[config.mk]
export PLATFORM = sky130hd
export DESIGN_NAME = nand_updown_counter
export DESIGN_NICKNAME = d
export VERILOG_FILES = /design/src/rtl/nand_updown_counter.sv
export SDC_FILE = /design/constraint.sdc
export NUM_CORES = 1
export LEC_CHECK = 0
export ABC_AREA = 1
export BUFFER_PORTS_ARGS = -buffer_cell sky130_fd_sc_hd__buf_2
export CAP_MARGIN = 5
export CORE_AREA = 10 10 47 49
export DETAILED_ROUTE_END_ITERATION = 10
export DIE_AREA = 0 0 57 59
export PLACE_DENSITY = 0.51
export SYNTH_ARGS = -nofsm -noshare
export SYNTH_HDL_FRONTEND = slang
export SYNTH_SLANG_ARGS = --single-unit
[constraint.sdc]
create_clock -name clk -period 1.1 [get_ports clk]
set_input_delay 0.22 -clock clk [delete_from_list [all_inputs] [get_ports clk]]
set_output_delay 0.22 -clock clk [all_outputs]
set_load 0.1 [all_outputs]
[src/rtl/nand_updown_counter.sv]
// rtl/nand_updown_counter.sv - up/down counter with load, enable and optional saturation, NAND2-only next state
module nand_updown_counter #(
  parameter int WIDTH    = 4,
  parameter bit SATURATE = 1'b0
) (
  input  logic             clk,
  input  logic             rst,
  input  logic             en,
  input  logic             up,
  input  logic             load,
  input  logic [WIDTH-1:0] d,
  output logic [WIDTH-1:0] count,
  output logic             tc,
  output logic             wrap
);

  // Every combinational primitive below reduces to the single nand2 gate.
  function automatic logic nand2(input logic a, input logic b);
    return ~(a & b);
  endfunction

  function automatic logic inv1(input logic a);
    return nand2(a, a);
  endfunction

  function automatic logic and2(input logic a, input logic b);
    return inv1(nand2(a, b));
  endfunction

  function automatic logic xor2(input logic a, input logic b);
    logic n;
    n = nand2(a, b);
    return nand2(nand2(a, n), nand2(b, n));
  endfunction

  function automatic logic mux2(input logic s, input logic a1, input logic a0);
    return nand2(nand2(s, a1), nand2(inv1(s), a0));
  endfunction

  logic [WIDTH-1:0] step_val;
  logic [WIDTH-1:0] sat_val;
  logic [WIDTH-1:0] run_val;
  logic [WIDTH-1:0] count_nxt;
  logic             at_bound;
  logic             step_en;
  logic             wrap_nxt;

  // A bit toggles when every lower bit equals up (all ones counting up,
  // all zeros counting down); the carry out of the top bit is the boundary.
  genvar i;
  for (i = 0; i < WIDTH; i++) begin : g_bit
    logic c_in;
    logic c_out;
    if (i == 0) begin : g_lsb
      assign c_in = 1'b1;
    end else begin : g_chain
      assign c_in = g_bit[i-1].c_out;
    end
    assign c_out       = and2(c_in, inv1(xor2(count[i], up)));
    assign step_val[i] = xor2(count[i], c_in);
  end

  assign at_bound = g_bit[WIDTH-1].c_out;
  assign tc       = at_bound;
  assign step_en  = and2(en, inv1(load));
  assign wrap_nxt = and2(step_en, at_bound);

  for (i = 0; i < WIDTH; i++) begin : g_sel
    if (SATURATE) begin : g_sat
      assign sat_val[i] = mux2(at_bound, count[i], step_val[i]);
    end else begin : g_wrap
      assign sat_val[i] = step_val[i];
    end
    assign run_val[i]   = mux2(en, sat_val[i], count[i]);
    assign count_nxt[i] = mux2(load, d[i], run_val[i]);
  end

  always_ff @(posedge clk) begin
    if (rst) begin
      count <= '0;
      wrap  <= 1'b0;
    end else begin
      count <= count_nxt;
      wrap  <= wrap_nxt;
    end
  end

endmodule

==> results.json, run 1 <==
{
  "clock.fmax_mhz": 723,
  "rrSetupSlack_ns": 0.05,
  "setup_viol_count_final": 2,
  "layout.cells.most_common": "sky130_fd_sc_hd__nand2_1",
  "syn_nets": 58,
  "clock_tree_from_tritoncts": "built",
  "drcViolationCount": 0,
  "avgRoutedWirePerCell_um": 10.5,
  "drt_first_iter_violations": 12,
  "grt_start_max_net_pins": 8,
  "dp_hpwl_um": 790,
  "via_per_inst": 4.40,
  "tritoncts_num_sinks": 5,
  "status": "complete, but fails checks",
  "crit_chain": "inv_2 -> nand2_2 -> o21ai_2 -> nand2_2 -> clkinvlp_4 -> buf_12",
  "timing_worst_slew_pin_value_ns": 0.256,
  "highest_count_cells_in_the_layout_ignoring_fill_and_taps": "11 x sky130_fd_sc_hd__nand2_1, 8 x sky130_fd_sc_hd__buf_2, 8 x sky130_fd_sc_hd__buf_4, 6 x sky130_fd_sc_hd__buf_12, 5 x sky130_fd_sc_hd__nand3_1",
  "syn_inst": 49,
  "cts_made_buffers": 3,
  "finClkSkew_ns": 0.00134,
  "vdd_ir_drop_max_uv": 618,
  "share_seq_of_total_power_pct": 28.1,
  "layout_worst_path_cycle_share_pct": 126,
  "worst-path-max-fanout": 4,
  "track_usage_pct": 6.69,
  "rsz0062_at_grt": "true",
  "slew_viol_final": 0,
  "io_buffers": 14,
  "whs_ns": 0.190,
  "largest_family_of_logic_cells_by_synthesized_area": "simple AND/OR/NAND/NOR gates",
  "start_util_pct": 23.0,
  "maxSlewHeadroom_pct": 82.9,
  "internal-power_w": 0.000459,
  "firstDrtPassIters": 4,
  "syn-cell-area_sq_um": 323,
  "ff_latch_area_sq_um": 116,
  "grt_pass1_vias": 427,
  "cts_max_level": 1,
  "placementRows": 14,
  "power.switching_fraction_pct": 37.0,
  "postRouteWirelength_um": 991,
  "reg2reg_from": "count[0]$_SDFF_PP0_",
  "clk_path_buf_depth": 2,
  "layout_setup_ws_ns": -0.282,
  "design.portCount": 15,
  "cp_slowest_cell": "sky130_fd_sc_hd__dfxtp_4",
  "muxShareOfSynthArea_pct": 0,
  "cp-start-kind": "register",
  "die_width_um": 57,
  "critical_path.endpoint": "tc",
  "multi_input_comb_area_sq_um": 204,
  "place.gp.congestion": 0.760,
  "worst-endpoint-required_ns": 0.88,
  "leakage_nw": 0.306,
  "yosys.area_share.simple_pct": 41.5,
  "finalCoreUtilization_pct": 46.7,
  "power_density_mw_per_mm2": 1110,
  "drv_cap": 0,
  "p_clk_share_pct": 28.9,
  "cts_hold_buffers": 0,
  "cts_root_buffer": "sky130_fd_sc_hd__clkbuf_4",
  "hold_vio_cnt_final": 0,
  "cp.buffers_inverters": 3,
  "min-delay-path-class": "input pin to register",
  "p_switching_w": 0.000270,
  "first_pass_grt_wire_length_um": 1780,
  "clkTransAtPathRegs_ns": 0.04,
  "synth-xor-area-share_pct": 0,
  "timing.critical_path.to_type": "output pin",
  "ys_ff_latch": 5,
  "antenna_found_initial": 0,
  "period_needed_ns": 1.38,
  "violations": "negative setup slack",
  "power_frac_comb_pct": 43.0,
  "dr_total_vias": 414,
  "floorplan.die.height_um": 59,
  "arrival_ns": 1.16,
  "total_die_area_sq_mm": 0.00336,
  "critPathKind": "register to output pin",
  "critical-path-top-cell-by-count": "sky130_fd_sc_hd__nand2_2",
  "clkLatencyLatePin_ns": 0.24,
  "synth_cell_types": 15,
  "timing.critical_path.depth": 6,
  "critical-path-max-stage-delay_ns": 0.35,
  "reg2regPathDepth": 8,
  "totalNegativeSetupSlack_ns": -0.294,
  "cp_top_family": "flip-flops",
  "syn_to_final_growth_pct": 103,
  "avgSynthCellArea_sq_um": 6.59,
  "compound_gate_fraction_of_synth_area_pct": 18.2,
  "fillers": 151,
  "part_of_the_yosys_area_used_for_sequential_elements_pct": 31.0,
  "layout-drive-gt1-share_pct": 60.3,
  "antenna_violating_nets_post_route": 0,
  "synth-adder-area-share_pct": 0,
  "nNetsFinal": 88,
  "floorplan.core_area_sq_mm": 0.00140,
  "gr-total-overflow": 0,
  "num_antenna_cells": 0,
  "number_of_warnings_issued_by_yosys": 0
}
[how the worst min path moves through the flow]
stage	end	cells after the start	startpoint
after floorplan	register	1	rst
after global placement	register	2	rst
after detailed placement	register	2	rst
after CTS	register	2	rst
after global routing	register	2	rst
final	register	2	rst
[power groups by stage]
stage	Clock (W)	Sequential (W)	Combinational [W]
2_1_floorplan	0	0.000288	0.0000864
3_3_place_gp	0	0.000206	0.000295
3_5_place_dp	0	0.000206	0.000297
4_1_cts	0.000223	0.000204	0.000308
5_1_grt	0.000235	0.000206	0.000334
6_report	0.000210	0.000205	0.000313
[stage by stage]
stage               cell area [sq um]  instances  power, W  setup slack (ns)
global route                      654         94  0.000775            -0.346
CTS                               639         92  0.000736            -0.301
global placement                  591         87  0.000502            -0.104
floorplan                         350         49  0.000375            -0.360
finish                            654         94  0.000728            -0.282
detailed placement                591         87  0.000503            -0.123
[logic make-up after synthesis]
family,after synthesis
flops,5
compound gates,9
simple gates,27
buf+inv,8
[routing by layer]
layer / wire, um / GRT usage [%]
met4: 10 / 6.04
met5: 0 / 0
met2: 443 / 9.61
met3: 115 / 3.43
met1: 421 / 6.98
[cells in the mapped netlist, drive strengths merged]
cell type | number | share of area [%]
a21oi | 3 | 5.8
o21bai | 1 | 2.3
nand2 | 15 | 19
o21ai | 2 | 3.1
nand3 | 7 | 14
nor2 | 4 | 7.0
a22oi | 3 | 7.0
dfxtp | 5 | 31
nor3 | 1 | 1.5
inv | 8 | 9.3
[layout make-up]
type                       count  share of cell area [%]
timing repair buffer          25                    38.8
multi-input combinational     36                    31.2
sequential                     5                    17.8
inverter                       8                    5.16
clock buffer                   4                    4.02
tap                           16                    3.06
[timing repair]
action / 4_1_cts / 5_1_grt
setup endpoints to repair: 5 / 6
gates resized for setup: 4 / 2
gates cloned: 0 / 0
pin swaps: 1 / 0
buffers inserted: 2 / 4
(Power assumes the default switching activity.)
==> run 2: changes to the inputs <==
- clock period: 1.1 -> 1.6 ns (I/O delays scaled with it)
==> results.json, run 2 (same netlist as run 1, synthesis figures left out) <==
{
  "clk_path_buf_depth": 2,
  "cts_made_buffers": 3,
  "layout.cells.non_filler": 83,
  "floorplan.die.height_um": 59,
  "grt_start_max_net_pins": 8,
  "vdd_ir_drop_max_uv": 342,
  "whs_ns": 0.285,
  "ff_latch_area_sq_um": 115,
  "leakage_nw": 0.230,
  "power_frac_comb_pct": 34.0,
  "layout.cells.most_common": "sky130_fd_sc_hd__buf_2",
  "cp_slowest_cell": "sky130_fd_sc_hd__dfxtp_4",
  "drt_first_iter_violations": 6,
  "die_width_um": 57,
  "slew_viol_final": 0,
  "cts_max_level": 1,
  "layout_worst_path_cycle_share_pct": 95.3,
  "cts_root_buffer": "sky130_fd_sc_hd__clkbuf_4",
  "grt_pass1_vias": 382,
  "finClkSkew_ns": 0.00246,
  "post_cts_resize_count": 0,
  "via_per_inst": 4.47,
  "num_antenna_cells": 0,
  "crit_chain": "inv_2 -> nand2_1 -> o21ai_1 -> nand2_2 -> clkinvlp_4 -> buf_12",
  "tritoncts_num_sinks": 5,
  "period_needed_ns": 1.52,
  "totalNegativeSetupSlack_ns": 0,
  "critPathKind": "register to output pin",
  "start_util_pct": 23.0,
  "multi_input_comb_area_sq_um": 203,
  "status": "completed",
  "nNetsFinal": 77,
  "min_path_cells": 2,
  "postRouteWirelength_um": 889,
  "placementRows": 14,
  "reg2reg_from": "count[0]$_SDFF_PP0_",
  "maxSlewHeadroom_pct": 67.6,
  "rrSetupSlack_ns": 0.64,
  "timing.critical_path.to_type": "output pin",
  "cp-start-kind": "register",
  "hold_vio_cnt_final": 0,
  "design_power_total_w": 0.000445,
  "first_pass_grt_wire_length_um": 1530,
  "drv_cap": 0,
  "share_seq_of_total_power_pct": 32.1,
  "layout_setup_ws_ns": 0.0755,
  "antenna_found_initial": 0,
  "worst_slack_at_placement_ns": 0.150,
  "power.switching_fraction_pct": 40.2,
  "p_clk_share_pct": 33.9,
  "cts_hold_buffers": 0,
  "dp_hpwl_um": 720,
  "clock_tree_from_tritoncts": "built",
  "startpoint_of_the_tightest_hold_check_path": "rst",
  "arrival_ns": 1.20,
  "clkTransAtPathRegs_ns": 0.05,
  "firstDrtPassIters": 4,
  "fillers": 168,
  "track_usage_pct": 5.71,
  "place.gp.congestion": 0.700,
  "power_density_mw_per_mm2": 922,
  "postCtsSetupBuffers": 0,
  "total_die_area_sq_mm": 0.00336,
  "worst-endpoint-required_ns": 1.28,
  "avgRoutedWirePerCell_um": 10.7,
  "setup_viol_count_final": 0,
  "io_buffers": 14,
  "design.portCount": 15,
  "drcViolationCount": 0,
  "critical-path-max-stage-delay_ns": 0.36,
  "dr_total_vias": 371,
  "timing_worst_slew_pin_value_ns": 0.489,
  "layout-drive-gt1-share_pct": 47.8,
  "min-delay-path-class": "input pin to register",
  "internal-power_w": 0.000266,
  "clkLatencyLatePin_ns": 0.25,
  "highest_count_cells_in_the_layout_ignoring_fill_and_taps": "13 x sky130_fd_sc_hd__buf_2, 12 x sky130_fd_sc_hd__nand2_1, 5 x sky130_fd_sc_hd__inv_1, 5 x sky130_fd_sc_hd__nand3_1, 4 x sky130_fd_sc_hd__dfxtp_4",
  "floorplan.core_area_sq_mm": 0.00140,
  "gr-total-overflow": 0,
  "worst-path-max-fanout": 6,
  "rsz0062_at_grt": "false",
  "syn_to_final_growth_pct": 49.6,
  "reg2regPathDepth": 7,
  "p_switching_w": 0.000179,
  "numPlacedInstances": 79,
  "clock.fmax_mhz": 656,
  "antenna_violating_nets_post_route": 0
}
## run 2: changes by cell type in the layout (fill, tap and decap cells not counted), sizes merged
cell and change:
buf -11
## run 2: critical path: cells and delay by family, from the launching register on
family / cells / cell delay, ns
buf+inv: 3 / 0.30
simple gates: 2 / 0.16
compound gates: 1 / 0.14
flops: 1 / 0.36
## run 2: layout make-up
class                           instances  area share, %
Timing Repair Buffer                   14           17.6
Sequential cell                         5           23.8
Clock buffer                            4           5.44
Multi-Input combinational cell         36           42.0
Inverter                                8           6.99
Tap cell                               16           4.15
## run 2: routing by layer
metal | up-vias | GRT usage (%) | part of all wire (%)
met4 | 0 | 5.03 | 1.3
li1 | 198 | - | -
met3 | 2 | 2.58 | 7.4
met5 | - | 0 | 0
met1 | 158 | 5.83 | 48
met2 | 13 | 8.68 | 43
## run 2: how the worst max path moves through the flow
stage / start / endpoint / depth (start not counted)
floorplan: count[0]$_SDFF_PP0_ / tc / 5
global placement: up / tc / 7
detailed placement: up / tc / 7
CTS: register / tc / 6
global route: count[0]$_SDFF_PP0_ / tc / 6
finish: register / tc / 6
## run 2: power groups by stage
stage	Sequential (W)	Combinational [W]	Clock [W]
final	0.000143	0.000152	0.000151
after global routing	0.000145	0.000163	0.000158
after CTS	0.000143	0.000151	0.000160
after detailed placement	0.000145	0.000151	0
after global placement	0.000144	0.000150	0
after floorplan	0.000198	0.0000576	0
## run 2: through the flow
| stage | utilization [%] | instance area, sq um |
|---|---|---|
| after CTS | 33.9 | 475 |
| after global routing | 34.5 | 483 |
| after global placement | 32.1 | 449 |
| after floorplan | - | 344 |
| final | 34.5 | 483 |
| after detailed placement | 32.1 | 449 |
==> run 3: changes to the inputs <==
- clock period: 1.6 -> 1.8 ns (I/O delays scaled with it)
==> results.json, run 3 (same netlist as run 1, synthesis figures left out) <==
{
  "status": "completed",
  "floorplan.core_area_sq_mm": 0.00140,
  "num_antenna_cells": 0,
  "clock_tree_from_tritoncts": "built",
  "critPathKind": "register to output pin",
  "layout-drive-gt1-share_pct": 43.3,
  "tritoncts_num_sinks": 5,
  "timing.critical_path.to_type": "output pin",
  "routed-wl-met2_um": 368,
  "min_path_cells": 2,
  "share_seq_of_total_power_pct": 32.8,
  "via_per_inst": 4.42,
  "crit_chain": "nor2_1 -> nand2_2 -> nand2_2 -> nand2_1 -> clkinvlp_4 -> buf_12",
  "slew_viol_final": 0,
  "layout_setup_ws_ns": 0.164,
  "grt_start_max_net_pins": 8,
  "worst-path-max-fanout": 7,
  "first_pass_grt_wire_length_um": 1570,
  "critical-path-max-stage-delay_ns": 0.36,
  "totalNegativeSetupSlack_ns": 0,
  "total_die_area_sq_mm": 0.00336,
  "place.gp.congestion": 0.672,
  "worst_slack_at_placement_ns": 0.229,
  "highest_count_cells_in_the_layout_ignoring_fill_and_taps": "13 x sky130_fd_sc_hd__nand2_1, 13 x sky130_fd_sc_hd__buf_2, 6 x sky130_fd_sc_hd__inv_1, 5 x sky130_fd_sc_hd__nand3_1",
  "nNetsFinal": 77,
  "critical_path.endpoint": "tc",
  "post_cts_resize_count": 0,
  "vdd_ir_drop_max_uv": 310,
  "hold_vio_cnt_final": 0,
  "postRouteWirelength_um": 873,
  "setup_viol_count_final": 0,
  "numPlacedInstances": 79,
  "layout_worst_path_cycle_share_pct": 90.9,
  "p_clk_share_pct": 33.3,
  "rsz0062_at_grt": "false",
  "cp.buffers_inverters": 2,
  "drv_cap": 0,
  "dr_total_vias": 367,
  "critical-path-top-cell-by-count": "sky130_fd_sc_hd__nand2_2",
  "cp_slowest_cell": "sky130_fd_sc_hd__dfxtp_4",
  "reg2reg_from": "count[0]$_SDFF_PP0_",
  "finClkSkew_ns": 0.00155,
  "uppermost_routed_layer": "met4",
  "power_density_mw_per_mm2": 825,
  "wirelength_met1_um": 409,
  "reg2regPathDepth": 7,
  "design.portCount": 15,
  "power.switching_fraction_pct": 39.3,
  "firstDrtPassIters": 1,
  "cts_made_buffers": 3,
  "postCtsSetupBuffers": 0,
  "power_frac_comb_pct": 33.8,
  "wl_met3_um": 66,
  "track_usage_pct": 5.99,
  "worst-endpoint-required_ns": 1.44,
  "min-delay-path-class": "input pin to register",
  "start_util_pct": 23.0,
  "placementRows": 14,
  "critical_path.startpoint": "count[0]$_SDFF_PP0_",
  "period_needed_ns": 1.64,
  "dp_hpwl_um": 717,
  "floorplan.die.height_um": 59,
  "layout.cells.non_filler": 83,
  "clkTransAtPathRegs_ns": 0.04,
  "leakage_nw": 0.228,
  "die_width_um": 57,
  "maxSlewHeadroom_pct": 67.4,
  "io_buffers": 14,
  "internal-power_w": 0.000235,
  "drt_first_iter_violations": 0,
  "cts_hold_buffers": 0,
  "timing.critical_path.depth": 6,
  "clk_path_buf_depth": 2,
  "timing_worst_slew_pin_value_ns": 0.493,
  "cts_root_buffer": "sky130_fd_sc_hd__clkbuf_4",
  "arrival_ns": 1.28,
  "cp-start-kind": "register",
  "grt_pass1_vias": 395,
  "drcViolationCount": 0,
  "cp_top_family": "simple AND/OR/NAND/NOR gates",
  "syn_to_final_growth_pct": 45.7,
  "clock.fmax_mhz": 611,
  "cts_max_level": 1,
  "p_switching_w": 0.000153,
  "clkLatencyLatePin_ns": 0.24,
  "antenna_violating_nets_post_route": 0,
  "gr-total-overflow": 0,
  "rrSetupSlack_ns": 0.81,
  "avgRoutedWirePerCell_um": 10.5,
  "antenna_found_initial": 0
}
[run 3: metal layers]
layer	GRT usage, %	vias to the layer above
met1	6.14	154
met5	0	-
met2	8.84	13
li1	-	196
met4	6.04	0
met3	2.58	4
[run 3: worst min-delay path by stage]
| stage | end | slack (ns) | startpoint |
|---|---|---|---|
| after floorplan | register | 0.42 | rst |
| after global placement | register | 0.57 | register |
| after detailed placement | register | 0.58 | register |
| after CTS | register | 0.33 | rst |
| after global routing | register | 0.35 | rst |
| final | register | 0.33 | rst |
[run 3: final cells by class]
cell class / instances / area, sq um
clock buffers: 4 / 26.3
flip-flops and latches: 5 / 113
multi-input cells: 36 / 193
fillers: 174 / 931
repair buffers: 14 / 85.1
inverters: 8 / 33.8
well taps: 16 / 20.0
[run 3: through the flow]
stage                     power, W  util (%)  area (sq um)  hold slack (ns)
final                     0.000388      33.6           470            0.334
after global routing      0.000413      33.6           470            0.348
after CTS                 0.000398      33.6           470            0.326
after detailed placement  0.000262      31.7           444            0.578
after global placement    0.000261      31.7           444            0.574
after floorplan           0.000226         -           339            0.415
[run 3: power groups by stage]
stage / logic, W / clock network [W] / registers, W
floorplan: 0.0000501 / 0 / 0.000176
global placement: 0.000132 / 0 / 0.000129
detailed placement: 0.000132 / 0 / 0.000129
CTS: 0.000133 / 0.000138 / 0.000127
global route: 0.000143 / 0.000141 / 0.000129
finish: 0.000131 / 0.000129 / 0.000127
